[config.mk]
export PLATFORM = sky130hd
export DESIGN_NAME = pixel_array_ctrl
export DESIGN_NICKNAME = d
export VERILOG_FILES = /design/src/rtl/pixel_array_pkg.sv /design/src/rtl/pixel_array_ctrl_capture.sv /design/src/rtl/pixel_array_ctrl.sv
export SDC_FILE = /design/constraint.sdc
export NUM_CORES = 1
export LEC_CHECK = 0
export ABC_AREA = 1
export CAP_MARGIN = 20
export CORE_ASPECT_RATIO = 0.75
export CORE_MARGIN = 4
export CORE_UTILIZATION = 58
export DETAILED_ROUTE_END_ITERATION = 12
export PLACE_DENSITY = 0.89
export SETUP_SLACK_MARGIN = 0.1
export SYNTH_ARGS = -nofsm -noshare
export SYNTH_HDL_FRONTEND = slang
export SYNTH_SLANG_ARGS = --single-unit
[constraint.sdc]
create_clock -name clk -period 2.9 [get_ports clk]
set_clock_uncertainty 0.05 [all_clocks]
set_input_delay 0.435 -clock clk [delete_from_list [all_inputs] [get_ports clk]]
set_output_delay 0.435 -clock clk [all_outputs]
set_load 0.05 [all_outputs]
[src/rtl/pixel_array_pkg.sv]
// Shared types and helpers for the pixel array controller and its per-pixel capture cells.
package pixel_array_pkg;

  typedef enum logic [2:0] {
    ST_IDLE,
    ST_ERASE,
    ST_EXPOSE,
    ST_CONVERT,
    ST_READOUT
  } state_t;

  localparam int DEF_DW    = 8;
  localparam int DEF_N_PIX = 4;

  // Full-scale code for a dw-bit ramp; an untripped pixel reports this value.
  function automatic logic [31:0] sat_code(input int dw);
    return (32'd1 << dw) - 32'd1;
  endfunction

endpackage

[src/rtl/pixel_array_ctrl_capture.sv]
// One pixel's capture cell: latches the ramp code at the first comparator trip, then holds it.
module pixel_capture
  import pixel_array_pkg::*;
#(
  parameter int DW = DEF_DW
) (
  input  logic          clk,
  input  logic          reset_n,
  input  logic          clear,
  input  logic          convert_en,
  input  logic          cmp,
  input  logic          saturate,
  input  logic [DW-1:0] ramp_code,
  output logic [DW-1:0] code_nxt
);

  localparam logic [DW-1:0] SAT = DW'(sat_code(DW));

  logic [DW-1:0] code;
  logic          lock;
  logic          lock_nxt;

  // code_nxt is the value the code register takes at the coming edge, so the
  // readout can present a code captured in the very last conversion cycle.
  always_comb begin
    code_nxt = code;
    lock_nxt = lock;
    if (clear) begin
      code_nxt = '0;
      lock_nxt = 1'b0;
    end else if (convert_en && !lock && (cmp || saturate)) begin
      code_nxt = cmp ? ramp_code : SAT;
      lock_nxt = 1'b1;
    end
  end

  always_ff @(posedge clk) begin
    if (!reset_n) begin
      code <= '0;
      lock <= 1'b0;
    end else begin
      code <= code_nxt;
      lock <= lock_nxt;
    end
  end

endmodule

[src/rtl/pixel_array_ctrl.sv]
// Frame sequencer for an N_PIX single-slope pixel array: erase, expose, ramp convert, stream out.
module pixel_array_ctrl
  import pixel_array_pkg::*;
#(
  parameter int N_PIX         = DEF_N_PIX,
  parameter int DW            = DEF_DW,
  parameter int ERASE_CYCLES  = 4,
  parameter int EXPOSE_CYCLES = 255
) (
  input  logic                     clk,
  input  logic                     reset_n,
  input  logic                     start,
  input  logic [N_PIX-1:0]         cmp,
  output logic                     ERASE,
  output logic                     EXPOSE,
  output logic                     RAMP,
  output logic [DW-1:0]            ramp_code,
  output logic                     busy,
  output logic                     out_valid,
  input  logic                     out_ready,
  output logic [DW-1:0]            out_data,
  output logic [$clog2(N_PIX)-1:0] out_index,
  output logic                     out_last,
  output logic                     frame_done
);

  localparam int IW     = $clog2(N_PIX);
  localparam int PH_MAX = (ERASE_CYCLES > EXPOSE_CYCLES) ? ERASE_CYCLES : EXPOSE_CYCLES;
  localparam int PW     = $clog2(PH_MAX + 1);

  localparam logic [DW-1:0] RAMP_MAX    = DW'(sat_code(DW));
  localparam logic [PW-1:0] ERASE_LAST  = PW'(ERASE_CYCLES - 1);
  localparam logic [PW-1:0] EXPOSE_LAST = PW'(EXPOSE_CYCLES - 1);
  localparam logic [IW-1:0] IDX_LAST    = IW'(N_PIX - 1);

  state_t        state;
  logic [PW-1:0] phase;
  logic [DW-1:0] codes_nxt [N_PIX];
  logic          saturate;
  logic [IW-1:0] idx_nxt;

  // Pixels still unlocked in the final ramp step take full scale.
  assign saturate = RAMP && (ramp_code == RAMP_MAX);
  assign idx_nxt  = out_index + 1'b1;

  for (genvar g = 0; g < N_PIX; g++) begin : g_pix
    pixel_capture #(.DW(DW)) u_pix (
      .clk        (clk),
      .reset_n    (reset_n),
      .clear      (ERASE),
      .convert_en (RAMP),
      .cmp        (cmp[g]),
      .saturate   (saturate),
      .ramp_code  (ramp_code),
      .code_nxt   (codes_nxt[g])
    );
  end

  always_ff @(posedge clk) begin
    if (!reset_n) begin
      state      <= ST_IDLE;
      phase      <= '0;
      ERASE      <= 1'b0;
      EXPOSE     <= 1'b0;
      RAMP       <= 1'b0;
      ramp_code  <= '0;
      busy       <= 1'b0;
      out_valid  <= 1'b0;
      out_data   <= '0;
      out_index  <= '0;
      out_last   <= 1'b0;
      frame_done <= 1'b0;
    end else begin
      frame_done <= 1'b0;
      case (state)
        ST_IDLE: begin
          if (start) begin
            state <= ST_ERASE;
            ERASE <= 1'b1;
            busy  <= 1'b1;
            phase <= '0;
          end
        end
        ST_ERASE: begin
          if (phase == ERASE_LAST) begin
            state  <= ST_EXPOSE;
            ERASE  <= 1'b0;
            EXPOSE <= 1'b1;
            phase  <= '0;
          end else begin
            phase <= phase + 1'b1;
          end
        end
        ST_EXPOSE: begin
          if (phase == EXPOSE_LAST) begin
            state     <= ST_CONVERT;
            EXPOSE    <= 1'b0;
            RAMP      <= 1'b1;
            ramp_code <= '0;
            phase     <= '0;
          end else begin
            phase <= phase + 1'b1;
          end
        end
        ST_CONVERT: begin
          // The counter stops at full scale; it never wraps into a second sweep.
          if (ramp_code == RAMP_MAX) begin
            state     <= ST_READOUT;
            RAMP      <= 1'b0;
            ramp_code <= '0;
            out_valid <= 1'b1;
            out_index <= '0;
            out_last  <= 1'b0;
            out_data  <= codes_nxt[0];
          end else begin
            ramp_code <= ramp_code + 1'b1;
          end
        end
        ST_READOUT: begin
          if (out_ready) begin
            if (out_last) begin
              state      <= ST_IDLE;
              out_valid  <= 1'b0;
              out_last   <= 1'b0;
              out_index  <= '0;
              out_data   <= '0;
              busy       <= 1'b0;
              frame_done <= 1'b1;
            end else begin
              out_index <= idx_nxt;
              out_data  <= codes_nxt[idx_nxt];
              out_last  <= (idx_nxt == IDX_LAST);
            end
          end
        end
        default: state <= ST_IDLE;
      endcase
    end
  end

endmodule

==> results.sh, run 1 <==
export IMPL_status="completed"
export IMPL_drv_cap=0
export IMPL_rows=25
export IMPL_cts_root_buffer="clkbuf_8"
export IMPL_async_reset_ff_frac=0
export IMPL_mostFrequentLayoutCells="nand2_1, inv_1, dfxtp_1"
export IMPL_intPower_mw=1.73
export IMPL_first_iter_violations=363
export IMPL_whs_ns=0.401
export IMPL_wl_per_cell_um=15.0
export IMPL_rsz0062_at_grt="false"
export IMPL_final_nets=612
export IMPL_ys_warnings_count=0
export IMPL_crit_required_ns=3.14
export IMPL_start_util=0.609
export IMPL_hold_viol=0
export IMPL_netlist_cell_type_count=41
export IMPL_power_leakage_nw=2.00
export IMPL_syn_to_final_growth_pct=14.0
export IMPL_power_density_nw_per_um2=657
export IMPL_fmax_ghz=0.396
export IMPL_h_tree_depth=3
export IMPL_die_area_um2=8120
export IMPL_layoutNonFillerInstCount=685
export IMPL_drt_first_pass_iters=7
export IMPL_place_area_um2=4280
export IMPL_max_slew_margin_rel=0.624
export IMPL_via_count=3887
export IMPL_final_common_cell="nand2_1"
export IMPL_syn_avg_cell_area_um2=6.87
export IMPL_cts_tree="built"
export IMPL_ys_seq_area_frac=0.369
export IMPL_vdd_drop_max_mv=0.309
export IMPL_via_per_inst=5.67
export IMPL_numCtsBuffers=9
export IMPL_drt_total_wl_um=10300
export IMPL_core_area_um2=6410
export IMPL_clk_latency_ns=0.35
export IMPL_netlist_area_um2=3900
export IMPL_cts_sinks=72
export IMPL_synthCells=568
export IMPL_antenna_cells=0
export IMPL_fin_crit_sh=0.870
export IMPL_fill_cells=563
export IMPL_cts_path_max_buffers=2
export IMPL_fin_crit_ns=2.52
export IMPL_antenna_found_initial=0
export IMPL_crit_fanout=15
export IMPL_switching_power_mw=1.19
export IMPL_grt_start_max_net_pins=24
export IMPL_combinationalPowerShare=0.371
export IMPL_placed_cells=670
export IMPL_gp_congestion=1.01
export IMPL_drtAntennaViolNets=0
export IMPL_dieHeight_um=79.1
export IMPL_grt_pass1_wl_um=17200
export IMPL_finish_instance_area_um2=4450
export IMPL_drive_gt1_frac=0.121
export IMPL_num_io_pins=33
export IMPL_synth_edff_count=0
export IMPL_final_setup_viol_count=0
export IMPL_sw_frac_of_total=0.408
export IMPL_cp_start_kind="flip-flop"
export IMPL_cp_arrival_ns=2.76
export IMPL_yosys_most_used_dff="dfxtp_1"
export IMPL_grtUsageTotal=0.271
export IMPL_drcViolationCount=0
export IMPL_clkSlewWorstSetupHoldPaths_ns=0.07
export IMPL_synth_seq_cells=72
export IMPL_pwr_share_seq=0.386
export IMPL_cp_end_kind="flip-flop"
export IMPL_grt_pass1_vias=3545
export IMPL_place_detailed_hpwl_um=7630
export IMPL_hold_class="flip-flop to flip-flop"
export IMPL_tns_ns=0
export IMPL_tightest_slew_ns=0.563
export IMPL_syn_nets=580
export IMPL_maxSlewViolCount=0
export IMPL_fin_util=0.694
export IMPL_grt_overflow=0
export IMPL_worstSetupPathType="flip-flop to flip-flop"
export IMPL_io_buffers=32
export IMPL_die_w_um=103
export IMPL_clkPwrFrac=0.243
[state kept, by name, summed over array words and instances (netlist names)]
register and cells:
out_valid 1, out_index 2, out_data 8, state 3, g_pix.u_pix.lock 4, g_pix.u_pix.code 32
EXPOSE 1, out_last 1, busy 1, frame_done 1, RAMP 1, ERASE 1
ramp_code 8, phase 8
[stage by stage]
stage	setup WS, ns	total power, mW
floorplan	0.281	1.95
global placement	0.487	2.19
detailed placement	0.371	2.22
CTS	0.334	2.92
global route	0.179	3.10
finish	0.376	2.92
[worst max-delay path: stages, from the launching register on]
cell and delay, ns:
dfxtp_1 0.54, inv_1 0.32, ha_2 0.55, inv_1 0.24
nor2_2 0.30, o2111ai_1 0.16, nand2_1 0.12, nand2_1 0.07
a21oi_2 0.10
[cells by family (layout without fill, tap and decap cells)]
| group | Yosys count | after routing | share of synthesized area |
|---|---|---|---|
| fa+ha+maj | 4 | 4 | 0.0128 |
| flops | 72 | 72 | 0.369 |
| simple gates | 273 | 273 | 0.335 |
| xor+xnor | 3 | 3 | 0.00673 |
| buf+inv | 117 | 153 | 0.122 |
| compound gates | 99 | 99 | 0.154 |
[power groups by stage]
stage | clock network, mW | registers, mW | logic [mW]
3_5_place_dp | 0 | 1.15 | 1.07
5_1_grt | 0.770 | 1.14 | 1.19
3_3_place_gp | 0 | 1.14 | 1.05
4_1_cts | 0.719 | 1.13 | 1.07
2_1_floorplan | 0 | 1.29 | 0.658
6_report | 0.710 | 1.13 | 1.09
[routing by layer]
layer | track usage | wire (µm) | vias to the layer above
met5 | 0 | 0 | -
met1 | 0.389 | 4630 | 1771
met3 | 0.0746 | 1020 | 15
li1 | - | - | 1890
met4 | 0.0867 | 145 | 0
met2 | 0.392 | 4460 | 211
[timing repair]
item / 4_1_cts / 5_1_grt
setup buffers: 0 / 0
endpoints found under the setup margin: 0 / 3
hold endpoints to repair: 0 / 0
hold buffers: 0 / 0
resized for setup: 0 / 1
[synthesized netlist by cell type, drive strengths merged (4+ instances only)]
master,n,area [µm²]
nand2,116,478
inv,99,379
nor2,74,334
dfxtp,72,1440
nand3,55,298
a21oi,46,253
o21ai,37,226
clkbuf,10,47.5
nand3b,10,75.1
nand4,9,56.3
nor3,8,61.3
buf,7,46.3
o211ai,5,37.5
ha,4,50.1
o2111ai,4,35.0
[final cells by class]
class                   count  area [µm²]  area share
multi-input cells         379        1990       0.447
flip-flops and latches     72        1440       0.324
inverters                 100         383      0.0860
repair buffers             38         365      0.0820
clock buffers              12         155      0.0348
well taps                  81         101      0.0228
clock inverters             3        17.5     0.00393
[worst paths after layout]
check                from          end  slack, ns  cells after the start
max          out_index[0]  out_data[7]       0.38                      8
max reg2reg  out_index[0]  out_data[7]       0.38                      8
min             out_valid    out_valid       0.40                      2
min reg2reg     out_valid    out_valid       0.40                      2
Power figures use the tool's default switching activity.
==> run 2: changes to the inputs <==
ABC_AREA = unset   (was 1)
==> run 2 against run 1 <==
  * Largest power group unchanged
  * Highest routed layer unchanged
  * Non-clock buffer count up 19
  * Critical path depth down 2
  * Core utilization up 2.1 points
  * Power down 8.9%
  * Die area down 0.90%
  * Combinational power down 46%
  * Largest cell class unchanged
  * Cell count down 13%
==> results.sh, run 2 <==
export IMPL_ff2ff_path_depth=6
export IMPL_hold_class="flip-flop to flip-flop"
export IMPL_synthTopCellsByCount="dfxtp_1, nor2_1, a21oi_1"
export IMPL_num_io_pins=33
export IMPL_status="completed"
export IMPL_netlist_area_um2=3870
export IMPL_ys_top_cells_by_area="dfxtp_1, nor2_1, a211oi_1"
export IMPL_core_area_um2=6380
export IMPL_mostFrequentLayoutCells="dfxtp_1, nor2_1, clkdlybuf4s50_1"
export IMPL_drt_total_wl_um=13400
export IMPL_yosysMostFrequentCell="dfxtp_1"
export IMPL_maxSlewViolCount=0
export IMPL_largest_register_ffs=32
export IMPL_intPower_mw=1.80
export IMPL_crit_start="phase[0]"
export IMPL_max_slew_margin_rel=0.526
export IMPL_cp_arrival_ns=2.67
export IMPL_r2r_slack_ns=0.40
export IMPL_cp_end_kind="flip-flop"
export IMPL_cts_sinks=72
export IMPL_power_leakage_nw=1.60
export IMPL_numCtsBuffers=9
export IMPL_grtUsageTotal=0.345
export IMPL_yosys_most_used_dff="dfxtp_1"
export IMPL_place_area_um2=4330
export IMPL_hold_viol=0
export IMPL_dieHeight_um=78.7
export IMPL_die_area_um2=8050
export IMPL_synth_edff_count=0
export IMPL_clkSlewWorstSetupHoldPaths_ns=0.08
export IMPL_drive_gt1_frac=0.0996
export IMPL_via_per_inst=7.09
export IMPL_yosysTopAreaCell="dfxtp_1"
export IMPL_worstSetupPathType="flip-flop to flip-flop"
export IMPL_netlist_cell_type_count=66
export IMPL_tns_ns=0
export IMPL_postCtsSetupBuffers=0
export IMPL_switching_power_mw=0.867
export IMPL_fin_crit_sh=0.862
export IMPL_tightest_slew_ns=0.693
export IMPL_combinationalPowerShare=0.223
export IMPL_syn_nets=488
export IMPL_cp_start_kind="flip-flop"
export IMPL_via_count=4202
export IMPL_io_buffers=32
export IMPL_async_reset_ff_frac=0
export IMPL_grt_overflow=0
export IMPL_sw_frac_of_total=0.326
export IMPL_synth_top_area_frac=0.373
export IMPL_ctsResizeCount=0
export IMPL_syn_avg_cell_area_um2=8.12
export IMPL_finish_instance_area_um2=4570
export IMPL_final_nets=520
export IMPL_grt_pass1_vias=3816
export IMPL_power_density_nw_per_um2=583
export IMPL_crit_fanout=8
export IMPL_final_setup_viol_count=0
export IMPL_cts_tree="built"
export IMPL_start_util=0.606
export IMPL_clkPwrFrac=0.363
export IMPL_first_iter_violations=605
export IMPL_syn_to_final_growth_pct=18.1
export IMPL_vdd_drop_max_mv=0.308
export IMPL_cp_endpoint="phase[6]"
export IMPL_synth_seq_cells=72
export IMPL_r2r_start="phase[0]"
export IMPL_rr_endpoint="phase[6]"
export IMPL_ys_warnings_count=0
export IMPL_drtAntennaViolNets=0
export IMPL_cts_root_buffer="clkbuf_8"
export IMPL_gp_congestion=0.982
export IMPL_antenna_found_initial=0
export IMPL_drcViolationCount=0
export IMPL_pwr_share_seq=0.414
export IMPL_drt_first_pass_iters=5
export IMPL_h_tree_depth=3
export IMPL_drv_cap=0
export IMPL_fmax_ghz=0.400
export IMPL_final_common_cell="dfxtp_1"
export IMPL_regMostFlops="g_pix.u_pix.code"
export IMPL_rows=25
export IMPL_fin_crit_ns=2.50
export IMPL_antenna_cells=0
export IMPL_synthCells=476
export IMPL_ctsHoldBuffers=0
export IMPL_place_detailed_hpwl_um=9540
export IMPL_clk_latency_ns=0.36
export IMPL_wl_per_cell_um=22.7
export IMPL_cts_path_max_buffers=2
export IMPL_ys_seq_area_frac=0.373
export IMPL_crit_required_ns=3.07
export IMPL_grt_start_max_net_pins=21
export IMPL_fill_cells=496
export IMPL_rsz0062_at_grt="false"
export IMPL_die_w_um=102
export IMPL_grt_pass1_wl_um=21200
run 2: changes by cell type in the layout (fill, tap and decap cells not counted), moves of 9 or more:
cell      delta
nor3_1      +11
inv_2        -9
o22ai_1     +14
a21oi_1     -11
inv_1       -73
nand3_1     -41
buf_4       +19
nor2b_1      +9
a211oi_1    +19
nand2_1     -81
run 2: kinds of logic (layout without fill, tap and decap cells):
| logic type | Yosys count | count (layout) | synth area share |
|---|---|---|---|
| buffers and inverters | 51 | 87 | 0.0518 |
| multiplexers | 3 | 3 | 0.00841 |
| adder cells (fa/ha/maj) | 4 | 4 | 0.0129 |
| AND/OR/NAND/NOR | 176 | 176 | 0.243 |
| AO/OA/AOI/OAI | 164 | 164 | 0.297 |
| flip-flops | 72 | 72 | 0.373 |
| XOR/XNOR | 6 | 6 | 0.0136 |
run 2: routing by layer:
layer,global-route usage,vias to the layer above,part of all wire
li1,-,1859,-
met1,0.507,1949,0.42
met2,0.464,349,0.41
met3,0.133,45,0.15
met4,0.0970,0,0.027
met5,0,-,0
run 2: final cells by class:
class	instances	area (µm²)	share of cell area
Inverter	15	56.3	0.0123
Timing Repair Buffer	57	508	0.111
Clock buffer	10	128	0.0280
Multi-Input combinational cell	353	2220	0.487
Sequential cell	72	1440	0.316
Tap cell	81	101	0.0222
Clock inverter	5	106	0.0233
run 2: stage by stage:
stage	setup WS [ns]	utilization	hold WS (ns)	instances	power, mW
floorplan	0.391	-	0.390	476	1.50
global placement	0.489	0.679	0.393	578	1.66
detailed placement	0.427	0.679	0.412	578	1.68
CTS	0.445	0.715	0.422	593	2.63
global route	0.297	0.715	0.468	593	2.75
finish	0.401	0.715	0.434	593	2.66
run 2: worst min-delay path by stage:
stage,start,to,slack (ns),cells past startpoint
final,EXPOSE,EXPOSE,0.43,2
after global routing,EXPOSE,EXPOSE,0.47,2
after CTS,EXPOSE,EXPOSE,0.42,2
after detailed placement,EXPOSE,EXPOSE,0.41,2
after global placement,EXPOSE,EXPOSE,0.39,2
after floorplan,g_pix[2].u_pix.code[6],g_pix[2].u_pix.code[6],0.39,2
run 2: power groups by stage:
stage | Clock (mW) | Combinational (mW) | Sequential, mW
2_1_floorplan | 0 | 0.378 | 1.13
3_3_place_gp | 0 | 0.548 | 1.12
3_5_place_dp | 0 | 0.565 | 1.12
4_1_cts | 0.958 | 0.573 | 1.10
5_1_grt | 1.01 | 0.633 | 1.11
6_report | 0.967 | 0.594 | 1.10
run 2: worst max-delay path, stage by stage (launching register included):
cell     delay [ns]
dfxtp_1        0.43
ha_1           0.26
or4b_4         0.50
o41ai_4        0.29
nand2_1        0.13
o21ai_1        0.55
nor2_1         0.15
